### config.mk
export PLATFORM = sky130hd
export DESIGN_NAME = signed_divider
export DESIGN_NICKNAME = d
export VERILOG_FILES = /design/src/rtl/signed_divider.sv
export SDC_FILE = /design/constraint.sdc
export NUM_CORES = 1
export LEC_CHECK = 0
export CAP_MARGIN = 20
export CORE_ASPECT_RATIO = 1.5
export CORE_MARGIN = 4
export CORE_UTILIZATION = 45
export DETAILED_ROUTE_END_ITERATION = 10
export HOLD_SLACK_MARGIN = 0.02
export PLACE_DENSITY_LB_ADDON = 0.25
export RECOVER_POWER = 25
export SLEW_MARGIN = 20
export SYNTH_ARGS = -nofsm -noshare
export SYNTH_HDL_FRONTEND = slang
export SYNTH_SLANG_ARGS = --single-unit
### constraint.sdc
create_clock -name clk -period 1.8 [get_ports clk]
set_input_delay 0.18 -clock clk [delete_from_list [all_inputs] [get_ports clk]]
set_output_delay 0.18 -clock clk [all_outputs]
set_load 0.01 [all_outputs]
### src/rtl/signed_divider.sv
// Iterative restoring signed divider: outWidth-bit dividend / inWidth-bit divisor, one quotient bit per clock.
// Define DIV_ZERO_SAT_EN to saturate the quotient by the dividend's sign on divide-by-zero instead of returning -1.
module signed_divider #(
    parameter int inWidth  = 8,
    parameter int outWidth = 16
) (
    input  logic                clk,
    input  logic                rst,
    input  logic                start,
    input  logic [outWidth-1:0] dividend,
    input  logic [inWidth-1:0]  divisor,
    output logic                ready,
    output logic                valid,
    output logic [outWidth-1:0] quotient,
    output logic [inWidth-1:0]  remainder,
    output logic                divByZero,
    output logic                overflow
);

    localparam int cntWidth = $clog2(outWidth);

    localparam logic [1:0] IDLE = 2'd0;
    localparam logic [1:0] CALC = 2'd1;
    localparam logic [1:0] FIX  = 2'd2;
    localparam logic [1:0] DONE = 2'd3;

    logic [1:0]          r_state;
    logic                r_negQ;
    logic                r_negR;
    logic                r_ovfCase;
    logic [outWidth-1:0] r_dvdMag;
    logic [inWidth-1:0]  r_dvsMag;
    logic [inWidth:0]    r_rem;
    logic [cntWidth-1:0] r_cnt;
    logic [outWidth-1:0] r_quotient;
    logic [inWidth-1:0]  r_remainder;
    logic                r_divByZero;
    logic                r_overflow;

    logic                w_dvdNeg;
    logic                w_dvsNeg;
    logic [outWidth-1:0] w_dvdAbs;
    logic [inWidth-1:0]  w_dvsAbs;
    logic [inWidth+1:0]  w_diff;
    logic                w_qBit;
    logic [inWidth:0]    w_remNext;
    logic                w_ovfDetect;
    logic [outWidth-1:0] w_zeroQuot;

    assign w_dvdNeg = dividend[outWidth-1];
    assign w_dvsNeg = divisor[inWidth-1];
    assign w_dvdAbs = w_dvdNeg ? -dividend : dividend;
    assign w_dvsAbs = w_dvsNeg ? -divisor : divisor;

    // The shifted partial remainder is always below 2*|divisor|, so the extra MSB of the difference is its sign.
    assign w_diff    = {r_rem, r_dvdMag[outWidth-1]} - {2'b00, r_dvsMag};
    assign w_qBit    = ~w_diff[inWidth+1];
    assign w_remNext = w_qBit ? w_diff[inWidth:0] : {r_rem[inWidth-1:0], r_dvdMag[outWidth-1]};

    assign w_ovfDetect = w_dvdNeg && (dividend[outWidth-2:0] == '0) && (&divisor);

`ifdef DIV_ZERO_SAT_EN
    assign w_zeroQuot = w_dvdNeg ? {1'b1, {(outWidth-1){1'b0}}} : {1'b0, {(outWidth-1){1'b1}}};
`else
    assign w_zeroQuot = '1;
`endif

    always_ff @(posedge clk) begin
        if (rst) begin
            r_state     <= IDLE;
            r_negQ      <= 1'b0;
            r_negR      <= 1'b0;
            r_ovfCase   <= 1'b0;
            r_dvdMag    <= '0;
            r_dvsMag    <= '0;
            r_rem       <= '0;
            r_cnt       <= '0;
            r_quotient  <= '0;
            r_remainder <= '0;
            r_divByZero <= 1'b0;
            r_overflow  <= 1'b0;
        end else begin
            case (r_state)
                IDLE: begin
                    if (start) begin
                        r_negQ    <= w_dvdNeg ^ w_dvsNeg;
                        r_negR    <= w_dvdNeg;
                        r_ovfCase <= w_ovfDetect;
                        r_dvdMag  <= w_dvdAbs;
                        r_dvsMag  <= w_dvsAbs;
                        r_rem     <= '0;
                        r_cnt     <= cntWidth'(outWidth - 1);
                        // Divide-by-zero skips the iteration and publishes its fixed result straight away.
                        if (divisor == '0) begin
                            r_state     <= DONE;
                            r_quotient  <= w_zeroQuot;
                            r_remainder <= '0;
                            r_divByZero <= 1'b1;
                            r_overflow  <= 1'b0;
                        end else begin
                            r_state <= CALC;
                        end
                    end
                end
                CALC: begin
                    r_rem    <= w_remNext;
                    r_dvdMag <= {r_dvdMag[outWidth-2:0], w_qBit};
                    if (r_cnt == '0) begin
                        r_state <= FIX;
                    end else begin
                        r_cnt <= r_cnt - cntWidth'(1);
                    end
                end
                FIX: begin
                    // Most-negative / -1 yields magnitude 2^(outWidth-1), which already reads back as the wrapped quotient.
                    r_quotient  <= r_negQ ? -r_dvdMag : r_dvdMag;
                    r_remainder <= r_negR ? -r_rem[inWidth-1:0] : r_rem[inWidth-1:0];
                    r_divByZero <= 1'b0;
                    r_overflow  <= r_ovfCase;
                    r_state     <= DONE;
                end
                DONE: begin
                    r_state <= IDLE;
                end
                default: begin
                    r_state <= IDLE;
                end
            endcase
        end
    end

    assign ready     = (r_state == IDLE);
    assign valid     = (r_state == DONE);
    assign quotient  = r_quotient;
    assign remainder = r_remainder;
    assign divByZero = r_divByZero;
    assign overflow  = r_overflow;

endmodule

* After elaboration in Yosys (flattened, before gate mapping)
Index checks and enable logic that the tools add are counted.
** Word-level totals
- Register bits :: 68
- Word-level logic and storage cells :: 69
** Operators by class
- Reduce and logical (&&, ||, !) cells :: 14
- Equal/unequal tests :: 7
- Add/sub/neg operators :: 6
- Bitwise operators :: 2
- Mux-type cells :: 28
** Operator list (count)
- 16-bit two-way mux :: 5
- 16-bit case mux with 2 select lines :: 2
- 8-bit two-way mux :: 4
- 16-bit negation :: 2
- 9-bit two-way mux :: 2
- 9-bit case mux with 2 select lines :: 1
- 8-bit negation :: 2
- 8-bit case mux with 2 select lines :: 1
- 15-bit logical NOT :: 1
- 10-bit by 8-bit subtractor with 10-bit output :: 1
- 8-bit logical NOT :: 1
- 4-bit two-way mux :: 2
- 2-bit case mux with 4 select lines :: 1
- 4-bit case mux with 2 select lines :: 1
- 8-bit AND reduction :: 1
- 2-bit two-way mux :: 3
- 2-bit inequality test (second input constant) :: 3
- 2-bit AND reduction :: 3
- 3-bit AND reduction :: 2
- 2-bit equality test (second input constant) :: 2
- 4-bit logical NOT :: 1
- 1-bit two-way mux :: 4
- 1-bit case mux with 2 select lines :: 2
- 2-bit nonzero test :: 2
- other kinds (7) :: 8

* Depth between registers and ports, before layout
- Word-level depth :: 4
- Gate-level depth with buffers :: 10
- Depth with buffers taken out :: 10

* Worst setup path before layout
OpenSTA, ideal clock, no wires.
- Path kind :: reg2reg
- Start point :: register r_state[0]
- End point :: register r_cnt[0]
- Cell stages (with the launch flop) :: 9
- Setup time :: 0.086 ns
- Arrival :: 1.907 ns
- Clock period less this slack :: 1.993 ns
- Data required time :: 1.714 ns
- Path slack :: -0.193 ns
- Cell sequence :: dfxtp_1 > inv_1 > ha_1 > buf_2 > and2_0 > a21oi_1 > clkbuf_1 > nor2_1 > a211oi_1
** Between the ends
- Longest elaborated chain between the ends :: 3
** RTL lines
- start, declared :: RTL line 27 : logic [1:0] r_state;
- start signal, assigned :: RTL line 70 : r_state <= IDLE;
- start signal, assigned :: RTL line 95 : r_state <= DONE;
- start signal, assigned :: RTL line 101 : r_state <= CALC;
- 2-bit logical NOT *
- via ready :: RTL line 12 : output logic ready,
- 2-bit inequality test (no source line) or 2-bit nonzero test (tied branches)
- 3-bit AND reduction (no source line)
- end signal, assigned :: RTL line 92 : r_cnt <= cntWidth'(outWidth - 1);
- end signal, assigned :: RTL line 111 : r_cnt <= r_cnt - cntWidth'(1);
- end, declared :: RTL line 34 : logic [cntWidth-1:0] r_cnt;
Mark *: on every way through the listed nets, which the timed path passes. The rest lies on a longest branch.
A chain may end at the register's enable or synchronous reset.

* Worst setup path after layout
- Start point :: register r_dvdMag[5]
- End point :: register r_quotient[10], in the netlist quotient[10]
** Between the ends
- Longest elaborated chain between the ends :: 3
** RTL lines
- start, declared :: RTL line 31 : logic [outWidth-1:0] r_dvdMag;
- start signal, assigned :: RTL line 89 : r_dvdMag <= w_dvdAbs;
- start signal, assigned :: RTL line 107 : r_dvdMag <= {r_dvdMag[outWidth-2:0], w_qBit};
- 16-bit negation :: RTL line 116 : r_quotient <= r_negQ ? -r_dvdMag : r_dvdMag;
- 16-bit two-way mux :: RTL line 116
- 16-bit case mux with 2 select lines :: RTL line 83 : case (r_state)
- end signal, assigned :: RTL line 96 : r_quotient <= w_zeroQuot;
- end signal, assigned :: RTL line 116
- end, declared :: RTL line 35 : logic [outWidth-1:0] r_quotient;
No other way between the ends.

==> reports/qor.yml <==
floorplan:
  core_um2: 8990
  start_util_pct: 46.7
  dieArea_um2: 11000
  row_count: 42
  die_h_um: 126
  boundaryPins: 55
  die_w_um: 86.9
synth:
  netlist_instances: 524
  synth_cell_types: 60
  synth-xor-area-share_pct: 9.56
  synth_top_family_by_area: "compound AO/OA/AOI/OAI gates"
  yosysWarnings: 0
  synth.largest_area_cell: "dfxtp_1"
  ys_seq_area_share_pct: 32.4
  synth-seq-cells: 68
  async_reset_ff_share_pct: 0
  synth-simple-area-share_pct: 22.0
  synth-compound-area-share_pct: 23.2
  synth_nets: 570
  synth_flop_cell: "dfxtp_1"
  synth_top_area_share_pct: 32.4
  synthAdderAreaFrac_pct: 5.84
  avgSynthCellArea_um2: 8.02
  yosys-top-cells-area: "dfxtp_1 32%, nand2_1 6.1%, ha_1 5.4%, xor2_1 5.2%, a211oi_1 4.6%"
  synth_edf_count: 0
  synthMuxAreaShare_pct: 1.67
  synthesis.area_um2: 4200
sta:
  grt_setup_unrepaired: "true"
  drv_slew: 0
  relSlewSlack_pct: 42.3
  finClkSkew_ns: 0.00497
  finalCritPeriodShare_pct: 113
  max_freq_mhz: 491
  finalHoldViolCount: 0
  fin_ws_ns: -0.236
  tightest_slew_ns: 0.864
  fin_crit_ns: 2.04
  setup_viol: 19
finish:
  fin_area_um2: 6570
  nNetsFinal: 720
  drive_above_1_share_pct: 35.2
  nFillCells: 637
  final_util_pct: 73.1
  diodes: 0
  area_growth_pct: 56.3
global_routing:
  grt_pass1_vias: 4473
  antenna_found_initial: 0
  grt_pass1_wl_um: 20500
  overflow: 0
  grt_usage_pct: 23.2
  grt_start_max_net_pins: 48
clock_tree:
  cts_max_level: 3
  clock_path_buffers: 2
  clkSlewWorstSetupHoldPaths_ns: 0.05
  cts_buffers: 9
  tritoncts: "done"
  clk_latency_ns: 0.33
  clock-sinks: 68
  root_buffer: "clkbuf_16"
drt:
  drt_pass1_iterations: 5
  vias: 4428
  vias_per_cell: 5.63
  drc_errors: 0
  drt_wl_total_um: 12900
  wire_per_inst_um: 16.4
  final_antenna_net_count: 0
  drt_iter0_markers: 178
job:
  cap_violations: 0
place:
  gp_congestion: 0.879
  postPlaceCellArea_um2: 5790
  dpl.hpwl_um: 9220
  io_buffers: 54
worst_setup_path:
  rr_startpoint: "r_dvdMag[5]"
  end_kind: "flop"
  r2r_cells: 7
  cp.arrival_ns: 2.23
  setup.worst_path.start_class: "flop"
  critPathLaunch: "r_dvdMag[5]"
  crit_fanout: 3
  r2r-end: "quotient[10]"
  rrSetupSlack_ns: -0.24
  critPathRequiredTime_ns: 1.99
  crit_type: "reg -> reg"
pwr:
  total_power_mw: 10.4
  irDropWorstVdd_mv: 1.54
  p_leak_nw: 2.58
  power_per_cell_area_nw_per_um2: 1590
hold_path:
  min_path_cells: 4
  min_to: "r_dvsMag[0]"
  min_path_type: "in -> reg"
  min_from: "divisor[0]"
status:
  status: "finished, violations left"
  violations: "setup timing"
==> metrics by stage <==
stage | setup WS [ns] | cells | hold slack (ns) | setup TNS (ns)
after floorplan | -0.0442 | 524 | 0.316 | -0.350
after global placement | -0.662 | 761 | 0.444 | -23.98
after detailed placement | -0.711 | 761 | 0.449 | -26.13
after CTS | -0.267 | 780 | 0.247 | -3.09
after global routing | -0.372 | 787 | 0.275 | -4.84
final | -0.236 | 787 | 0.255 | -2.92
==> synthesized netlist by cell type (3+ instances only) <==
library cell,instances
a21oi_1,28
or2_2,3
nor4_1,7
mux2i_1,7
buf_4,3
o31ai_1,9
dfxtp_1,68
a22oi_1,5
a211oi_1,26
a221oi_1,5
nand2b_1,7
or3_1,4
nor2b_1,3
o21ai_0,25
nor3b_1,4
o211ai_1,7
o41ai_1,5
nor2_1,51
nor3_1,11
nand2_1,68
a31oi_1,6
nand3_1,11
xor2_1,25
ha_1,18
clkbuf_1,24
xnor2_1,19
and3_1,3
inv_1,25
a311oi_1,6
==> registers in the layout (all words and copies together), names as in the netlist, 2 cells and up <==
signal,cells
r_dvdMag,16
r_dvsMag,8
r_cnt,4
quotient,16
remainder,8
r_rem,9
r_state,2
==> cells by family (layout without fill, tap and decap cells) <==
family,Yosys count,in the layout
simple gates,190,190
compound gates,139,139
flops,68,68
buf+inv,56,209
xor+xnor,45,45
fa+ha+maj,19,19
mux,7,7
==> how the worst max path moves through the flow <==
| stage | to | slack (ns) | depth (start not counted) |
|---|---|---|---|
| final | quotient[10] | -0.24 | 7 |
| after CTS | r_rem[2] | -0.27 | 9 |
| after detailed placement | remainder[3] | -0.71 | 11 |
| after floorplan | r_rem[4] | -0.04 | 8 |
| after global routing | r_rem[2] | -0.37 | 9 |
| after global placement | r_dvdMag[12] | -0.66 | 9 |
==> cell usage in the layout, fill, tap and decap left out, types with 10 or more instances in the layout <==
master / count
a211oi_1: 15
nor2_1: 45
nand3_1: 10
o21ai_0: 16
inv_1: 17
dfxtp_2: 10
clkbuf_16: 11
a211oi_2: 10
nand2_1: 62
dlygate4sd3_1: 18
xor2_1: 23
buf_6: 12
clkdlybuf4s50_1: 22
a21oi_1: 27
buf_4: 98
nor3_1: 11
xnor2_1: 19
dfxtp_1: 57
==> power by group <==
part           switching, mW  internal (mW)  total [mW]
Sequential             0.441           1.91        2.35
Combinational           3.20           3.14        6.34
Clock                  0.618           1.13        1.75
==> critical path: stages (launching register included) <==
cell and delay, ns:
dfxtp_2 0.32, or4_4 0.55, buf_6 0.14, nor2_4 0.13, nand2_2 0.09, o41ai_2 0.26, xor2_1 0.28, a311oi_2 0.14
==> layer usage <==
layer,share of wire [%],GRT usage (%)
met5,0,0
met4,4.1,10.7
met2,58,45.2
met1,36,23.4
met3,2.4,3.05
==> final cells by class <==
cell class / instances / area (um^2) / area share (%)
Tap cell: 110 / 138 / 2.10
Clock buffer: 12 / 256 / 3.91
Timing Repair Buffer: 169 / 1520 / 23.2
Clock inverter: 2 / 35.0 / 0.534
Multi-Input combinational cell: 400 / 3120 / 47.5
Inverter: 26 / 118 / 1.79
Sequential cell: 68 / 1380 / 21.0
==> repair_timing <==
action / 4_1_cts / 5_1_grt
resized for setup: 63 / 50
setup endpoints to repair: 49 / 45
hold buffers: 0 / 0
setup buffers: 6 / 4
pin swaps: 34 / 33
cloned: 0 / 3
Note: power is estimated with default switching activity, not from simulation.
